## src/rtl/apu_pkg.sv

```systemverilog
// ---------------------------------------------------------------------------
// apu_pkg
// Shared definitions for the APU sound path: sound id encoding, player FSM
// states, sequence length, the note half-period tables and a helper that
// resolves simultaneous trigger edges to a single sound id.
// ---------------------------------------------------------------------------
package apu_pkg;

  // Sound ids; numerically ordered by priority so ">=" means "may preempt".
  localparam logic [1:0] SND_NONE = 2'd0;
  localparam logic [1:0] SND_EAT  = 2'd1;
  localparam logic [1:0] SND_HIT  = 2'd2;
  localparam logic [1:0] SND_DIE  = 2'd3;

  localparam int NOTES_PER_SEQ = 4;

  // Half-periods in clock cycles; 0 marks a rest.
  localparam logic [15:0] EAT_HP [NOTES_PER_SEQ] = '{16'd19073, 16'd15138, 16'd12727, 16'd0};
  localparam logic [15:0] HIT_HP [NOTES_PER_SEQ] = '{16'd28409, 16'd0,     16'd28409, 16'd0};
  localparam logic [15:0] DIE_HP [NOTES_PER_SEQ] = '{16'd25310, 16'd28409, 16'd33784, 16'd42561};

  typedef enum logic {
    ST_IDLE = 1'b0,
    ST_PLAY = 1'b1
  } play_state_e;

  // Highest-priority sound among the edges seen this cycle (die > hit > eat).
  function automatic logic [1:0] pick_start(input logic die_s, input logic hit_s, input logic eat_s);
    logic [1:0] id_s;
    if (die_s) begin
      id_s = SND_DIE;
    end else if (hit_s) begin
      id_s = SND_HIT;
    end else if (eat_s) begin
      id_s = SND_EAT;
    end else begin
      id_s = SND_NONE;
    end
    return id_s;
  endfunction

endpackage

```

## src/rtl/apu_note_rom.sv

```systemverilog
// ---------------------------------------------------------------------------
// apu_note_rom
// Combinational lookup of the tone half-period for a sound id and note index.
// Ports:
//   sound_id_i    [1:0]       sound being played (SND_NONE returns 0)
//   note_idx_i    [1:0]       note within the sequence
//   half_period_o [DIV_W-1:0] half-period in clock cycles (0 = rest)
// ---------------------------------------------------------------------------
module apu_note_rom
  import apu_pkg::*;
#(
  parameter int DIV_W = 16
) (
  input  logic [1:0]       sound_id_i,
  input  logic [1:0]       note_idx_i,
  output logic [DIV_W-1:0] half_period_o
);

  // Table select by sound id.
  always_comb begin
    half_period_o = '0;
    case (sound_id_i)
      SND_EAT: half_period_o = DIV_W'(EAT_HP[note_idx_i]);
      SND_HIT: half_period_o = DIV_W'(HIT_HP[note_idx_i]);
      SND_DIE: half_period_o = DIV_W'(DIE_HP[note_idx_i]);
      default: half_period_o = '0;
    endcase
  end

endmodule

```

## src/rtl/apu_sound_player.sv

```systemverilog
// ---------------------------------------------------------------------------
// apu_sound_player
// Plays a fixed 4-note square-wave sequence for each rising edge of the
// eat/hit/die trigger levels. Notes last NOTE_FRAMES frame_end pulses; the
// tone half-period comes from apu_note_rom, shifted right by TONE_SHIFT.
// Ports:
//   clk, reset     clock, synchronous active-high reset
//   frame_end      one-cycle pulse per video frame (note timing)
//   eat/die/hit_sound  trigger levels
//   mute           gates sound low while the tone phase keeps running
//   sound          registered square-wave output
//   busy           high while a sequence plays
//   sound_id       0 none, 1 eat, 2 hit, 3 die
// ---------------------------------------------------------------------------
module apu_sound_player
  import apu_pkg::*;
#(
  parameter int NOTE_FRAMES = 6,
  parameter int TONE_SHIFT  = 0,
  parameter int DIV_W       = 16
) (
  input  logic       clk,
  input  logic       reset,
  input  logic       frame_end,
  input  logic       eat_sound,
  input  logic       die_sound,
  input  logic       hit_sound,
  input  logic       mute,
  output logic       sound,
  output logic       busy,
  output logic [1:0] sound_id
);

  localparam logic [3:0] LAST_FRAME = 4'(NOTE_FRAMES - 1);
  localparam logic [1:0] LAST_NOTE  = 2'(NOTES_PER_SEQ - 1);

  play_state_e      state_q, state_d;
  logic             eat_q, die_q, hit_q;
  logic [1:0]       sound_id_q, sound_id_d;
  logic [1:0]       note_idx_q, note_idx_d;
  logic [3:0]       frame_cnt_q, frame_cnt_d;
  logic [DIV_W-1:0] tone_cnt_q, tone_cnt_d;
  logic             tone_lvl_q, tone_lvl_d;
  logic             sound_q, sound_d;
  logic             busy_q;
  logic [1:0]       start_id_s;
  logic             accept_s;
  logic [DIV_W-1:0] rom_hp_s, hp_s;

  apu_note_rom #(.DIV_W(DIV_W)) u_rom (
    .sound_id_i    (sound_id_q),
    .note_idx_i    (note_idx_q),
    .half_period_o (rom_hp_s)
  );

  // Shifting by DIV_W or more naturally yields 0, i.e. a rest.
  assign hp_s = rom_hp_s >> TONE_SHIFT;

  // Rising-edge detect on the raw levels; equal priority restarts playback.
  assign start_id_s = pick_start(die_sound & ~die_q, hit_sound & ~hit_q, eat_sound & ~eat_q);
  assign accept_s   = (start_id_s != SND_NONE) && (start_id_s >= sound_id_q);

  // Next-state logic for sequencing, note timing and tone generation.
  always_comb begin
    state_d     = state_q;
    sound_id_d  = sound_id_q;
    note_idx_d  = note_idx_q;
    frame_cnt_d = frame_cnt_q;
    tone_cnt_d  = tone_cnt_q;
    tone_lvl_d  = tone_lvl_q;
    if (accept_s) begin
      // A frame_end in the start cycle is deliberately not counted.
      state_d     = ST_PLAY;
      sound_id_d  = start_id_s;
      note_idx_d  = 2'd0;
      frame_cnt_d = 4'd0;
      tone_cnt_d  = '0;
      tone_lvl_d  = 1'b0;
    end else begin
      case (state_q)
        ST_PLAY: begin
          if (frame_end && (frame_cnt_q == LAST_FRAME)) begin
            frame_cnt_d = 4'd0;
            tone_cnt_d  = '0;
            tone_lvl_d  = 1'b0;
            if (note_idx_q == LAST_NOTE) begin
              state_d    = ST_IDLE;
              sound_id_d = SND_NONE;
              note_idx_d = 2'd0;
            end else begin
              note_idx_d = note_idx_q + 2'd1;
            end
          end else begin
            if (frame_end) begin
              frame_cnt_d = frame_cnt_q + 4'd1;
            end else begin
              frame_cnt_d = frame_cnt_q;
            end
            if (hp_s == '0) begin
              tone_cnt_d = '0;
              tone_lvl_d = 1'b0;
            end else if (tone_cnt_q == (hp_s - DIV_W'(1))) begin
              tone_cnt_d = '0;
              tone_lvl_d = ~tone_lvl_q;
            end else begin
              tone_cnt_d = tone_cnt_q + DIV_W'(1);
            end
          end
        end
        ST_IDLE: begin
          state_d = ST_IDLE;
        end
        default: begin
          state_d = ST_IDLE;
        end
      endcase
    end
    sound_d = tone_lvl_d & ~mute;
  end

  // State, counters, edge registers and registered outputs.
  always_ff @(posedge clk) begin
    if (reset) begin
      state_q     <= ST_IDLE;
      eat_q       <= 1'b0;
      die_q       <= 1'b0;
      hit_q       <= 1'b0;
      sound_id_q  <= SND_NONE;
      note_idx_q  <= 2'd0;
      frame_cnt_q <= 4'd0;
      tone_cnt_q  <= '0;
      tone_lvl_q  <= 1'b0;
      sound_q     <= 1'b0;
      busy_q      <= 1'b0;
    end else begin
      state_q     <= state_d;
      eat_q       <= eat_sound;
      die_q       <= die_sound;
      hit_q       <= hit_sound;
      sound_id_q  <= sound_id_d;
      note_idx_q  <= note_idx_d;
      frame_cnt_q <= frame_cnt_d;
      tone_cnt_q  <= tone_cnt_d;
      tone_lvl_q  <= tone_lvl_d;
      sound_q     <= sound_d;
      busy_q      <= (state_d == ST_PLAY);
    end
  end

  assign sound    = sound_q;
  assign busy     = busy_q;
  assign sound_id = sound_id_q;

endmodule

```

## config.mk

```make
export PLATFORM = sky130hd
export DESIGN_NAME = apu_sound_player
export DESIGN_NICKNAME = d
export VERILOG_FILES = /design/src/rtl/apu_pkg.sv /design/src/rtl/apu_note_rom.sv /design/src/rtl/apu_sound_player.sv
export SDC_FILE = /design/constraint.sdc
export NUM_CORES = 1
export LEC_CHECK = 0
export ABC_AREA = 1
export CAP_MARGIN = 10
export CORE_MARGIN = 1
export CORE_UTILIZATION = 23
export DETAILED_ROUTE_END_ITERATION = 10
export MAX_ROUTING_LAYER = met4
export PLACE_DENSITY = 0.33
export SYNTH_ARGS = -nofsm -noshare
export SYNTH_HDL_FRONTEND = slang
export SYNTH_SLANG_ARGS = --single-unit
```

## constraint.sdc

```tcl
create_clock -name clk -period 4 [get_ports clk]
set_input_delay 0.8 -clock clk [delete_from_list [all_inputs] [get_ports clk]]
set_output_delay 0.8 -clock clk [all_outputs]
set_load 0.01 [all_outputs]
```

==> flow_summary.json, run 1 <==
{
  "core_area_mm2": 0.01028,
  "cp.required_ns": 4.18,
  "dpl.hpwl_um": 5863,
  "synthFlopType": "dfxtp_1",
  "syn_to_final_growth_pct": 13.59,
  "cp-end-kind": "flop",
  "status": "finished, final reports clean",
  "die_area_mm2": 0.01098,
  "cts-resized-gates": 0,
  "cts_sinks": 30,
  "skew_ns": 0.007969,
  "numPortBuffers": 10,
  "hp-start": "tone_cnt_q[15]$_SDFFE_PP0P_",
  "maxCapViolCount": 0,
  "clk_latency_ns": 0.29,
  "cp_cell_sequence": "inv_1 > ha_1 > inv_1 > nand2_1 > nand2_2 > nand3_1 > inv_1 > ha_1 > nand3_1 > inv_2 > nand2_1 > nor2_4 > nand2_2 > nand2_1 > clkinv_1 > nand3_1 > nand2_1 > nand2_1 > nor2_1",
  "num_vias": 2455,
  "leakage_nw": 1.271,
  "fin_tns_setup_ns": 0,
  "drive_above_1_share_pct": 7.729,
  "reg2reg_from": "note_idx_q[0]$_SDFFE_PP0P_",
  "hp-class": "reg -> reg",
  "layout.nets": 431,
  "postCtsSetupBuffers": 0,
  "grt_usage_pct": 14.83,
  "die_w_um": 104.8,
  "rows": 37,
  "ctsHoldBuffers": 0,
  "drc": 0,
  "clkSlewWorstSetupHoldPaths_ns": 0.08,
  "cts_tree": "yes",
  "via_per_inst": 4.464,
  "cp_max_fo": 22,
  "start_util_pct": 23.64,
  "drtIter0Drc": 95,
  "drtAntennaViolNets": 0,
  "antennaDiodeCount": 0,
  "synth_warnings": 0,
  "fmax_ghz": 0.2837,
  "setup_viol": 0,
  "synth.avg_cell_area_um2": 6.044,
  "finalMaxSlewViolations": 0,
  "globalplace.congestion": 0.7814,
  "synth-seq-area-share_pct": 24.72,
  "crit_start": "note_idx_q[0]$_SDFFE_PP0P_",
  "start_kind": "flop",
  "globalRouteOverflowTotal": 0,
  "postSynthCellCount": 402,
  "crit_top_cell": "nand2_1",
  "first_pass_iters": 4,
  "critPathMaxStageDelay_ns": 0.41,
  "fillCellCount": 1191,
  "rsz0062_at_grt": "no",
  "final_util_pct": 26.86,
  "grt_pass1_vias": 2345,
  "numCtsBuffers": 5,
  "critPathBufInv": 5,
  "fin_crit_ns": 3.525,
  "clockBufferDepth": 2,
  "grt_pass1_wl_um": 12340,
  "timing.slew.headroom_pct": 68.33,
  "pwr_density_cell_mw_per_mm2": 366.7,
  "cp_data_arrival_time_ns": 3.71,
  "ys_async_sr_fraction_pct": 0,
  "ys_ff_latch": 30,
  "synth_cell_types": 29,
  "synth_edf_count": 0,
  "period_share_pct": 88.13,
  "hold_violations": 0,
  "die_h_um": 104.8,
  "ir_worst_vdd_uv": 136.4,
  "synth_nets": 420,
  "grt_antenna_before_repair": 0,
  "slowest_stage": "dfxtp_1",
  "io_pins": 11,
  "criticalPathCategory": "reg -> reg",
  "wirelength_um": 7465,
  "syn_area_mm2": 0.002430,
  "cts_htree_levels": 2,
  "critPathTopFamily": "simple AND/OR/NAND/NOR gates",
  "tightest_slew_ns": 0.4700,
  "routedWlPerCell_um": 13.57,
  "grt_max_degree": 32,
  "whs_ns": 0.5042,
  "cts_root_buffer": "clkbuf_8"
}
==> registers in the layout, indices dropped and copies added, names as in the netlist <==
register,cells
busy,1
die_q,1
eat_q,1
frame_cnt_q,4
hit_q,1
note_idx_q,2
sound,1
sound_id,2
tone_cnt_q,16
tone_lvl_q,1
==> kinds of logic after synthesis <==
| family | count (synthesis) | synth area share [%] |
|---|---|---|
| adders and majority gates | 11 | 5.664 |
| DFF | 30 | 24.72 |
| AOI/OAI and AO/OA | 50 | 10.66 |
| and+or+nand+nor | 225 | 41.66 |
| xor gates and xnor gates | 14 | 5.046 |
| buffers and inverters | 72 | 12.25 |
==> metal layers <==
metal | track usage [%] | share of wire, % | up-vias
li1 | - | - | 1322
met1 | 20.42 | 53 | 1106
met2 | 22.94 | 44 | 23
met3 | 2.059 | 1.8 | 4
met4 | 3.320 | 0.79 | 0
met5 | - | 0 | -
==> metrics by stage <==
| stage | cell area (µm²) | worst slack [ns] | power [mW] | cells |
|---|---|---|---|---|
| after floorplan | 2430 | 1.241 | 0.6436 | 402 |
| after global placement | 2665 | 0.4775 | 0.7563 | 542 |
| after detailed placement | 2665 | 0.4992 | 0.7508 | 542 |
| after CTS | 2760 | 0.4766 | 1.030 | 550 |
| after global routing | 2760 | 0.06811 | 1.111 | 550 |
| final | 2760 | 0.4748 | 1.012 | 550 |
==> tightest hold or removal path: stages, from the launching register on <==
cell and delay [ns]:
dfxtp_1 0.34, nand2_1 0.07, a21oi_1 0.05
==> layout make-up <==
type                       instances  area (µm²)  area share [%]
multi-input combinational        300        1531           55.49
sequential                        30       600.6           21.76
inverter                          62       232.7           8.432
tap                              136       170.2           6.165
timing repair buffer              14       130.1           4.714
clock buffer                       6       82.58           2.992
clock inverter                     2       12.51          0.4533
==> cells in the final DEF, fill, tap and decap left out, drive strengths merged <==
cell type / count
a211oi: 1
a21oi: 24
a31oi: 1
buf: 4
clkbuf: 6
clkdlybuf4s50: 10
clkinv: 2
clkinvlp: 1
dfxtp: 30
ha: 11
inv: 61
nand2: 104
nand3: 53
nand3b: 1
nand4: 17
nor2: 44
nor3: 4
o21ai: 22
o21bai: 1
o31ai: 1
or2: 2
xnor2: 1
xor2: 13
==> worst paths after layout <==
path	endpoint	slack, ns	depth (start not counted)
worst max-delay path	sound$_SDFF_PP0_	0.47	19
worst min-delay path	tone_cnt_q[15]$_SDFFE_PP0P_	0.50	2
worst max register to register	sound$_SDFF_PP0_	0.47	19
worst min register to register	tone_cnt_q[15]$_SDFFE_PP0P_	0.50	2
==> Yosys cell counts (2+ instances only) <==
master	number	area share, %
nand3_2	2	0.82
nor2_4	2	0.93
nand2_2	3	0.77
inv_1	55	8.5
ha_1	11	5.7
nor2_2	5	1.3
xor2_1	13	4.7
nor2_1	37	5.7
nand3_1	51	11
clkbuf_1	4	0.62
dfxtp_1	30	25
nand4_1	17	4.4
o21ai_0	22	4.5
nor3_1	4	0.82
nand2_1	101	16
buf_6	3	1.4
inv_2	6	0.93
a21oi_1	24	4.9
or2_2	2	0.51
==> power breakdown <==
group	switching, mW	internal (mW)	leakage, nW
registers	0.0268	0.317	0.245
logic	0.264	0.133	0.979
clock network	0.132	0.138	0.0472
total	0.423	0.589	1.27
Note: power is estimated with default switching activity, not from simulation.
==> run 2, diff against run 1 <==
--- a/config.mk
+++ b/config.mk
@@ -11,7 +11,7 @@
 export CORE_UTILIZATION = 23
 export DETAILED_ROUTE_END_ITERATION = 10
 export MAX_ROUTING_LAYER = met4
-export PLACE_DENSITY = 0.33
+export PLACE_DENSITY_LB_ADDON = 0.15
 export SYNTH_ARGS = -nofsm -noshare
 export SYNTH_HDL_FRONTEND = slang
 export SYNTH_SLANG_ARGS = --single-unit
==> run 2 against run 1 <==
Effect of this change: first-iteration DRC count grew 94%; wire length shrank 6.6%; clock power grew 14%; via count grew 0.24%; largest cell class unchanged.
==> flow_summary.json, run 2 (synthesis gave the netlist of run 1 again) <==
{
  "routedWlPerCell_um": 12.72,
  "rsz0062_at_grt": "no",
  "die_h_um": 104.8,
  "criticalPathCategory": "reg -> reg",
  "crit_top_cell": "nand2_1",
  "dpl.hpwl_um": 5519,
  "die_area_mm2": 0.01098,
  "clockBufferDepth": 2,
  "start_util_pct": 23.64,
  "max_flop_register": "tone_cnt_q",
  "core_area_mm2": 0.01028,
  "first_pass_iters": 4,
  "cts-resized-gates": 0,
  "numPortBuffers": 10,
  "drtAntennaViolNets": 0,
  "critPathMaxStageDelay_ns": 0.42,
  "layout_common_cells": "nand2_1, inv_1, nand3_1, nor2_1, dfxtp_1",
  "finalWorstSetupSlack_ns": 0.4851,
  "grt_antenna_before_repair": 0,
  "place_area_mm2": 0.002650,
  "largest_reg_flops": 16,
  "finalMaxSlewViolations": 0,
  "cts_tree": "yes",
  "pre_cts_ws_ns": 0.4877,
  "fin_tns_setup_ns": 0,
  "final_util_pct": 26.84,
  "io_pins": 11,
  "via_per_inst": 4.491,
  "top_regs": "tone_cnt_q x16, frame_cnt_q x4",
  "maxCapViolCount": 0,
  "cp.required_ns": 4.19,
  "tightest_slew_ns": 0.5177,
  "crit_start": "note_idx_q[0]$_SDFFE_PP0P_",
  "cts_sinks": 30,
  "drc": 0,
  "ir_worst_vdd_uv": 96.23,
  "cts_root_buffer": "clkbuf_8",
  "pwr_density_cell_mw_per_mm2": 375.7,
  "cp-end-kind": "flop",
  "clkSlewWorstSetupHoldPaths_ns": 0.07,
  "hp-class": "reg -> reg",
  "syn_to_final_growth_pct": 13.54,
  "start_kind": "flop",
  "grt_pass1_vias": 2376,
  "reg2reg_from": "note_idx_q[0]$_SDFFE_PP0P_",
  "globalplace.congestion": 0.8047,
  "wirelength_um": 6971,
  "fin_crit_ns": 3.515,
  "ctsHoldBuffers": 0,
  "die_w_um": 104.8,
  "leakage_nw": 1.271,
  "final_area_mm2": 0.002759,
  "cp_data_arrival_time_ns": 3.71,
  "grt_max_degree": 33,
  "postCtsSetupBuffers": 0,
  "cp_max_fo": 22,
  "drtIter0Drc": 184,
  "drive_above_1_share_pct": 7.282,
  "grt_pass1_wl_um": 11790,
  "power_mw": 1.037,
  "timing.slew.headroom_pct": 65.44,
  "fin_cells": 548,
  "mostFrequentLayoutCell": "nand2_1",
  "cts_htree_levels": 2,
  "slowest_stage": "dfxtp_1",
  "hold_violations": 0,
  "clk_latency_ns": 0.29,
  "dp_cells": 540,
  "hp-start": "tone_cnt_q[15]$_SDFFE_PP0P_",
  "layout.nets": 429,
  "period_share_pct": 87.87,
  "whs_ns": 0.5022,
  "grt_usage_pct": 13.94,
  "fillCellCount": 1192,
  "antennaDiodeCount": 0,
  "setup_viol": 0,
  "cp_cell_sequence": "inv_1 > ha_1 > inv_1 > nand2_1 > nand2_2 > nand3_1 > inv_1 > ha_1 > nand3_1 > inv_2 > nand2_1 > nor2_4 > nand2_2 > nand2_1 > clkinv_1 > nand3_1 > nand2_1 > nand2_1 > nor2_1",
  "rows": 37,
  "skew_ns": 0.003700,
  "globalRouteOverflowTotal": 0,
  "num_vias": 2461,
  "numCtsBuffers": 5,
  "fmax_ghz": 0.2845,
  "status": "finished, final reports clean"
}
[run 2: path summary, 6_finish.rpt]
path	end	slack (ns)	cells past startpoint
worst max-delay path	sound$_SDFF_PP0_	0.49	19
worst min-delay path	tone_cnt_q[15]$_SDFFE_PP0P_	0.50	2
worst max register to register	sound$_SDFF_PP0_	0.49	19
worst min register to register	tone_cnt_q[15]$_SDFFE_PP0P_	0.50	2
[run 2: per-layer routing]
| layer | track usage (%) | wire (µm) | up-vias |
|---|---|---|---|
| li1 | - | - | 1316 |
| met5 | - | 0 | - |
| met2 | 19.96 | 2980 | 27 |
| met3 | 1.684 | 120 | 12 |
| met4 | 6.740 | 170 | 0 |
| met1 | 19.28 | 3698 | 1106 |
[run 2: critical path, delay by kind of cell, from the launching register on]
kind                     cells  cell delay, ns
AND/OR/NAND/NOR             12            1.72
buffers and inverters        5            0.79
adder cells (fa/ha/maj)      2            0.48
flip-flops                   1            0.42
[run 2: cell type report]
type	instances	area (µm²)	share of cell area, %
flip-flops and latches	30	600.6	21.77
multi-input cells	300	1531	55.51
repair buffers	12	115.1	4.172
clock inverters	3	40.04	1.451
inverters	62	232.7	8.435
well taps	136	170.2	6.168
clock buffers	5	68.82	2.494
[run 2: report_power, final]
part           internal [mW]  switching [mW]
sequential             0.317          0.0320
clock                  0.183           0.126
combinational          0.130           0.248
